### src/rtl/imem_sync.sv
// Synchronous instruction memory: registered, stall-aware fetch port, program-load port and a
// post-reset clear sweep. Define IMEM_PARITY_EN to store a parity bit per entry and report err.
module imem_sync #(
  parameter int DATA_W    = 32,
  parameter int ADDR_W    = 6,
  parameter int RESET_VEC = 0
) (
  input  logic              clk,
  input  logic              rst_n,
  input  logic              req,
  input  logic [ADDR_W+1:0] addr,
  input  logic              stall,
  output logic [DATA_W-1:0] rdata,
  output logic              rvalid,
  output logic              misalign,
  output logic              ready,
  input  logic              ld_en,
  input  logic [ADDR_W-1:0] ld_addr,
  input  logic [DATA_W-1:0] ld_data,
  output logic              err
);

  localparam int DEPTH = 2**ADDR_W;
`ifdef IMEM_PARITY_EN
  localparam int MEM_W = DATA_W + 1;
`else
  localparam int MEM_W = DATA_W;
`endif

  if (RESET_VEC < 0 || RESET_VEC >= DEPTH) begin : g_bad_reset_vec
    $error("imem_sync: RESET_VEC outside memory");
  end

  // state   | meaning
  // S_CLEAR | sweeping zeros into every entry, fetch and load ignored
  // S_READY | memory initialised, fetch and load accepted
  typedef enum logic {S_CLEAR = 1'b0, S_READY = 1'b1} state_t;

  state_t            state, state_nx;
  logic [ADDR_W-1:0] cnt;
  logic              clr_we;
  logic              we;
  logic [ADDR_W-1:0] waddr;
  logic [ADDR_W-1:0] ridx;
  logic [MEM_W-1:0]  wdata;
  logic [MEM_W-1:0]  mem [DEPTH];

  always_ff @(posedge clk or negedge rst_n) begin
    if (!rst_n) begin
      state <= S_CLEAR;
      cnt   <= '0;
    end else begin
      state <= state_nx;
      if (state == S_CLEAR) cnt <= cnt + 1'b1;
    end
  end

  always_comb begin
    state_nx = state;
    if (state == S_CLEAR && cnt == ADDR_W'(DEPTH - 1)) state_nx = S_READY;
  end

  always_comb begin
    ready  = 1'b0;
    clr_we = 1'b0;
    case (state)
      S_CLEAR: clr_we = 1'b1;
      S_READY: ready  = 1'b1;
      default: ;
    endcase
  end

  // Clear and load writes never coincide: one is only active in each state.
  assign we    = clr_we | (ready & ld_en);
  assign waddr = clr_we ? cnt : ld_addr;
`ifdef IMEM_PARITY_EN
  assign wdata = clr_we ? '0 : {^ld_data, ld_data};
`else
  assign wdata = clr_we ? '0 : ld_data;
`endif
  assign ridx  = addr[ADDR_W+1:2];

  always_ff @(posedge clk) begin
    if (we) mem[waddr] <= wdata;
  end

  // Read-first: the fetch register samples the entry before a same-edge load lands.
  always_ff @(posedge clk or negedge rst_n) begin
    if (!rst_n) begin
      rdata    <= '0;
      rvalid   <= 1'b0;
      misalign <= 1'b0;
    end else if (!stall) begin
      if (ready && req) begin
        rdata    <= mem[ridx][DATA_W-1:0];
        rvalid   <= 1'b1;
        misalign <= |addr[1:0];
      end else begin
        rvalid   <= 1'b0;
      end
    end
  end

`ifdef IMEM_PARITY_EN
  always_ff @(posedge clk or negedge rst_n) begin
    if (!rst_n) begin
      err <= 1'b0;
    end else if (!stall && ready && req) begin
      err <= ^mem[ridx];
    end
  end

  // Debug hook: corrupt the stored parity bit of one entry.
  task automatic flip_parity(input logic [ADDR_W-1:0] idx);
    mem[idx][DATA_W] <= ~mem[idx][DATA_W];
  endtask
`else
  assign err = 1'b0;
`endif

endmodule

### config.mk
export PLATFORM = sky130hd
export DESIGN_NAME = imem_sync
export DESIGN_NICKNAME = d
export VERILOG_FILES = /design/src/rtl/imem_sync.sv
export SDC_FILE = /design/constraint.sdc
export NUM_CORES = 2
export LEC_CHECK = 0
export ABC_CLOCK_PERIOD_IN_PS = 3480
export CORE_ASPECT_RATIO = 0.6
export CORE_UTILIZATION = 45
export DETAILED_ROUTE_END_ITERATION = 8
export GPL_TIMING_DRIVEN = 0
export SLEW_MARGIN = 25
export SYNTH_ARGS = -nofsm -noshare
export SYNTH_HDL_FRONTEND = slang
export SYNTH_SLANG_ARGS = --single-unit
export TNS_END_PERCENT = 10
### constraint.sdc
create_clock -name clk -period 3.48 [get_ports clk]
set_clock_uncertainty 0.2 [all_clocks]
set_input_delay 0.348 -clock clk [delete_from_list [all_inputs] [get_ports clk]]
set_output_delay 0.348 -clock clk [all_outputs]
set_load 0.02 [all_outputs]
## Word-level counts from Yosys, hierarchy flattened

Memories as Yosys holds them, arrays and structs flattened. A register that Yosys moved wholly into a read port is not among the register bits.
Cells that the tools add are included.

- Bits in registers: 9
- Bits in writable memories: 2048
- Bits of input ports: 51
- Output and inout port bits: 36
- Word-level logic and storage cells: 23
- Memories kept: 1

Memories:

| name | words | width | read ports | clocked after Yosys merged registers in | write ports | RTL line | text |
|---|---|---|---|---|---|---|---|
| mem | 64 | 32 | 1 | 1 | 1 | 46 | `logic [MEM_W-1:0] mem [DEPTH];` |

- Add/subtract/negate cells: 1
- Equal/unequal tests: 1
- Muxes and demuxes: 7
- Bitwise operators: 4
- Reductions and logical operators: 5

Operators with widths:

| kind | count |
|---|---|
| $mux W32 | 1 |
| $add A6 B1 Y6 const B | 1 |
| $eq A6 B6 Y1 const B | 1 |
| $mux W6 | 1 |
| $mux W1 | 5 |
| $logic_and A1 B1 Y1 | 2 |
| $not A1 Y1 | 2 |
| $reduce_and A2 Y1 | 1 |
| $reduce_or A2 Y1 | 1 |
| $and A1 B1 Y1 | 1 |
| $logic_not A1 Y1 | 1 |
| $or A1 B1 Y1 | 1 |

## Longest topological paths before layout

- Depth after elaboration: 5
- Depth in mapped cells: 11
- Gate-level depth less buffers: 6

## Worst setup path before layout

OpenSTA, ideal clock, no wires.

- Kind: register -> register
- From: register state
- To: memory mem[1][0] (netlist bit), enable pin
- Library setup time: 0.421 ns
- Arrival: 3.055 ns
- Required time: 2.859 ns
- Setup slack: -0.196 ns
- Stages on the path, launching flop included: 8
- Path buffers: 3
- Clock period less this slack: 3.676 ns
- Cell sequence: dfrtp_1 clkbuf_1 clkbuf_1 clkbuf_1 nand2_1 o22ai_1 nand2_1 nor2_1

- Cells in the longest elaborated chain, start to end: 5
- Elaborated cells on any way between the ends: 7
- Those cells by class: mux: 5; bitwise: 2

Ends and longest elaborated chain:

| item | RTL line | text |
|---|---|---|
| start, declared | 39 | `state_t state, state_nx;` |
| start signal, assigned | 53 | `state <= state_nx;` |
| $mux W1 | 66 | `case (state)` |
| $and A1 B1 Y1 | 74 | `assign we = clr_we \| (ready & ld_en);` |
| $or A1 B1 Y1 | 74 |  |
| $mux W1 | 84 | `if (we) mem[waddr] <= wdata;` |
| $mux W1 (implied by the code) | 84 |  |
| end, declared | 46 |  |

Parallel ways exist; a longest one is shown, timed or not.

==> flow_summary.yaml <==
critical_path:
  rr_endpoint: "mem[30][19]"
  cp.arrival_ns: 4.24
  cp-start-kind: "input pin"
  worst-setup-path-type: "in -> reg"
  critPathMaxFanout: 10
  startpoint: "addr[7]"
  r2r_setup_slack_ns: 0.04
  rr_startpoint: "state"
  cpMostUsedCell: "clkbuf_1"
  slowest_stage: "clkbuf_1"
  path_cells: "clkbuf_1 > nand2_2 > clkbuf_2 > clkbuf_1 > o22ai_2 > a211oi_1 > a221o_1"
  r2r.worst_path.cells: 8
  crit_path_max_incr_delay_ns: 0.91
  critPathCaptureType: "flop"
  cp.required_ns: 4.03
placed_design:
  dpl.hpwl_mm: 161
  routabilityCongestion: 0.911
  port_buffers: 80
  place_ws_ns: -1.56
  dp.cells: 6384
die:
  fp.dieW_microns: 547
  initial_core_util: 0.456
  coreArea_sq_mm: 0.176
  die_h_microns: 329
  pin_count: 87
  die_area_sq_mm: 0.180
  num_rows: 119
pwr:
  p_sw_frac: 0.206
  power_density_mw_per_mm2: 516
  intPower_mw: 38.9
  max-vdd-ir-drop_mv: 0.383
  clkPwrFrac: 0.415
  p_switching_mw: 10.1
  combinationalPowerShare: 0.030
  p_leak_nw: 25.9
  p_seq_frac: 0.555
route:
  wl_mm: 234
  wl_met1_mm: 105
  met2_length_mm: 91.6
  wl_per_cell_microns: 34.5
  top_layer_used: "met5"
  drc: 0
  dr.pass1.iters: 6
  vias_per_cell: 6.23
  drtAntennaViolNets: 0
  drtIter0Drc: 6743
  wl_met3_mm: 33.9
  via_count: 42200
logic_synthesis:
  synth_area_sq_mm: 0.0803
  synth_top_family_by_area: "multiplexers"
  syn_nets: 3858
  synthAdderAreaFrac: 0.000156
  ys_ff_latch: 2089
  synthMuxAreaShare: 0.150
  ys_types: 43
  synth_compound_area_frac: 0.0434
  synth_xor_area_frac: 0.000545
  yosysWarnings: 0
  synthFlopType: "edfxtp_1"
  synthSimpleGateAreaFrac: 0.0130
  synth_edf_count: 2048
  synth.avg_cell_area_sq_um: 21.1
  async_reset_ff_frac: 0.0196
  ys_seq_area_frac: 0.779
  syn_inst: 3806
layout:
  seq_area_sq_mm: 0.0625
  fin_cells: 6780
  drive_above_1_share: 0.250
  area_growth_pct: 18.2
  layout.cells.most_common: "edfxtp_1"
  multi_input_area_sq_mm: 0.0177
  layout_common_cells: "edfxtp_1, mux2i_1, mux4_2"
  final_nets: 4332
  fillers: 13500
timing:
  worst_slew_pin_slew_ns: 1.26
  hold_viol: 0
  max_freq_ghz: 0.271
  grt_setup_unrepaired: "true"
  setup_viol: 11
  holdWs_ns: 0.226
  fin_crit_sh: 1.06
  fin_ws_ns: -0.212
  fin_crit_ns: 3.69
  slew_headroom: 0.141
  tns_ns: -0.998
  slew_viol_final: 0
flow_run:
  cap_violations: 0
worst_hold_path:
  whs_endpoint: "mem[10][6]"
  hold_path.class: "in -> reg"
  min_from: "ld_data[6]"
  hold_path_depth: 2
clocking:
  clkTransAtPathRegs_ns: 0.07
  clock_path_buffers: 4
  cts.sinks: 2089
  root_buffer: "clkbuf_16"
  numCtsBuffers: 188
  worstSkewPairLatency_ns: 0.82
  tritoncts: "yes"
  cts_max_level: 4
global_route:
  grt_usage: 0.259
  grt_pass1_wl_mm: 323
  grt_antenna_before_repair: 13
  grt_start_max_net_pins: 65
  grt_pass1_vias: 39700
  overflow: 0
status:
  violations: "negative setup slack"
  status: "finished with violations"
## cell type report
cell class	instances	area share
Antenna cell	1	0.0000264
Buffer	228	0.0120
Clock buffer	249	0.0540
Clock inverter	81	0.00755
Inverter	3	0.000119
Multi-Input combinational cell	1486	0.186
Sequential cell	2089	0.659
Tap cell	2359	0.0311
Timing Repair Buffer	284	0.0502
## kinds of logic (layout without fill, tap and decap cells)
| family | count (synthesis) | after routing |
|---|---|---|
| other | 1 | 2 |
| adders and majority gates | 1 | 1 |
| xor gates and xnor gates | 5 | 5 |
| DFF | 2089 | 2089 |
| and+or+nand+nor | 212 | 212 |
| AOI/OAI and AO/OA | 464 | 464 |
| muxes | 803 | 803 |
| buffers and inverters | 231 | 845 |
## cell usage after synthesis, drive strengths merged (8+ instances only)
cell	n	area [sq um]
mux2	34	383
o211ai	32	240
nor2	72	273
a22o	33	289
mux2i	449	4490
o21ai	35	175
buf	133	742
a31oi	32	200
nor2b	37	231
edfxtp	2048	61500
o22ai	33	206
nand3	36	180
a221o	32	320
a2111oi	32	280
nand2b	8	50.1
a22oi	161	1210
dfrtp	41	1030
nand2	24	90.1
a211oi	64	480
mux4	320	7210
clkbuf	95	357
and2	33	206
## metal layers
metal,up-vias,global-route usage
met1,22500,0.421
met2,2563,0.331
met3,240,0.0957
li1,17000,-
met5,-,0.0100
met4,2,0.0416
## state kept, by name, summed over array words and instances, names as in the netlist
| register | flops |
|---|---|
| cnt | 6 |
| mem | 2048 |
| misalign | 1 |
| rdata | 32 |
| rvalid | 1 |
| state | 1 |
## critical path: cells and delay by family
| kind | cells | cell delay, ns |
|---|---|---|
| AO/OA/AOI/OAI | 3 | 1.35 |
| AND/OR/NAND/NOR | 1 | 0.60 |
| buffers and inverters | 3 | 1.88 |
## stage by stage
stage / area [sq um] / power, mW / utilization
final: 95000 / 49.0 / 0.539
after global routing: 94900 / 50.2 / 0.539
after CTS: 94700 / 49.1 / 0.537
after detailed placement: 88000 / 29.1 / 0.499
after global placement: 84100 / 29.1 / 0.477
after floorplan: 80300 / 28.5 / -
## worst max path at each step
stage | endpoint | depth (start not counted)
6_report | rdata[26] | 7
5_1_grt | rdata[28] | 9
4_1_cts | rdata[17] | 9
3_5_place_dp | rdata[29] | 8
3_3_place_gp | mem[13][6] | 7
2_1_floorplan | mem[1][0] | 7
## power by group through the flow
stage,Clock [mW],Sequential [mW],Combinational (mW)
6_report,20.3,27.2,1.47
5_1_grt,21.5,27.2,1.53
4_1_cts,20.5,27.2,1.44
3_5_place_dp,0,27.7,1.43
3_3_place_gp,0,27.7,1.39
2_1_floorplan,0,27.7,0.762
## repair_timing
action	CTS	global route
setup buffers	60	0
hold buffers	4	0
hold endpoints to repair	43	0
pin swaps	26	0
resized for setup	39	28
setup endpoints to repair	3217	218
(Power assumes the default switching activity.)
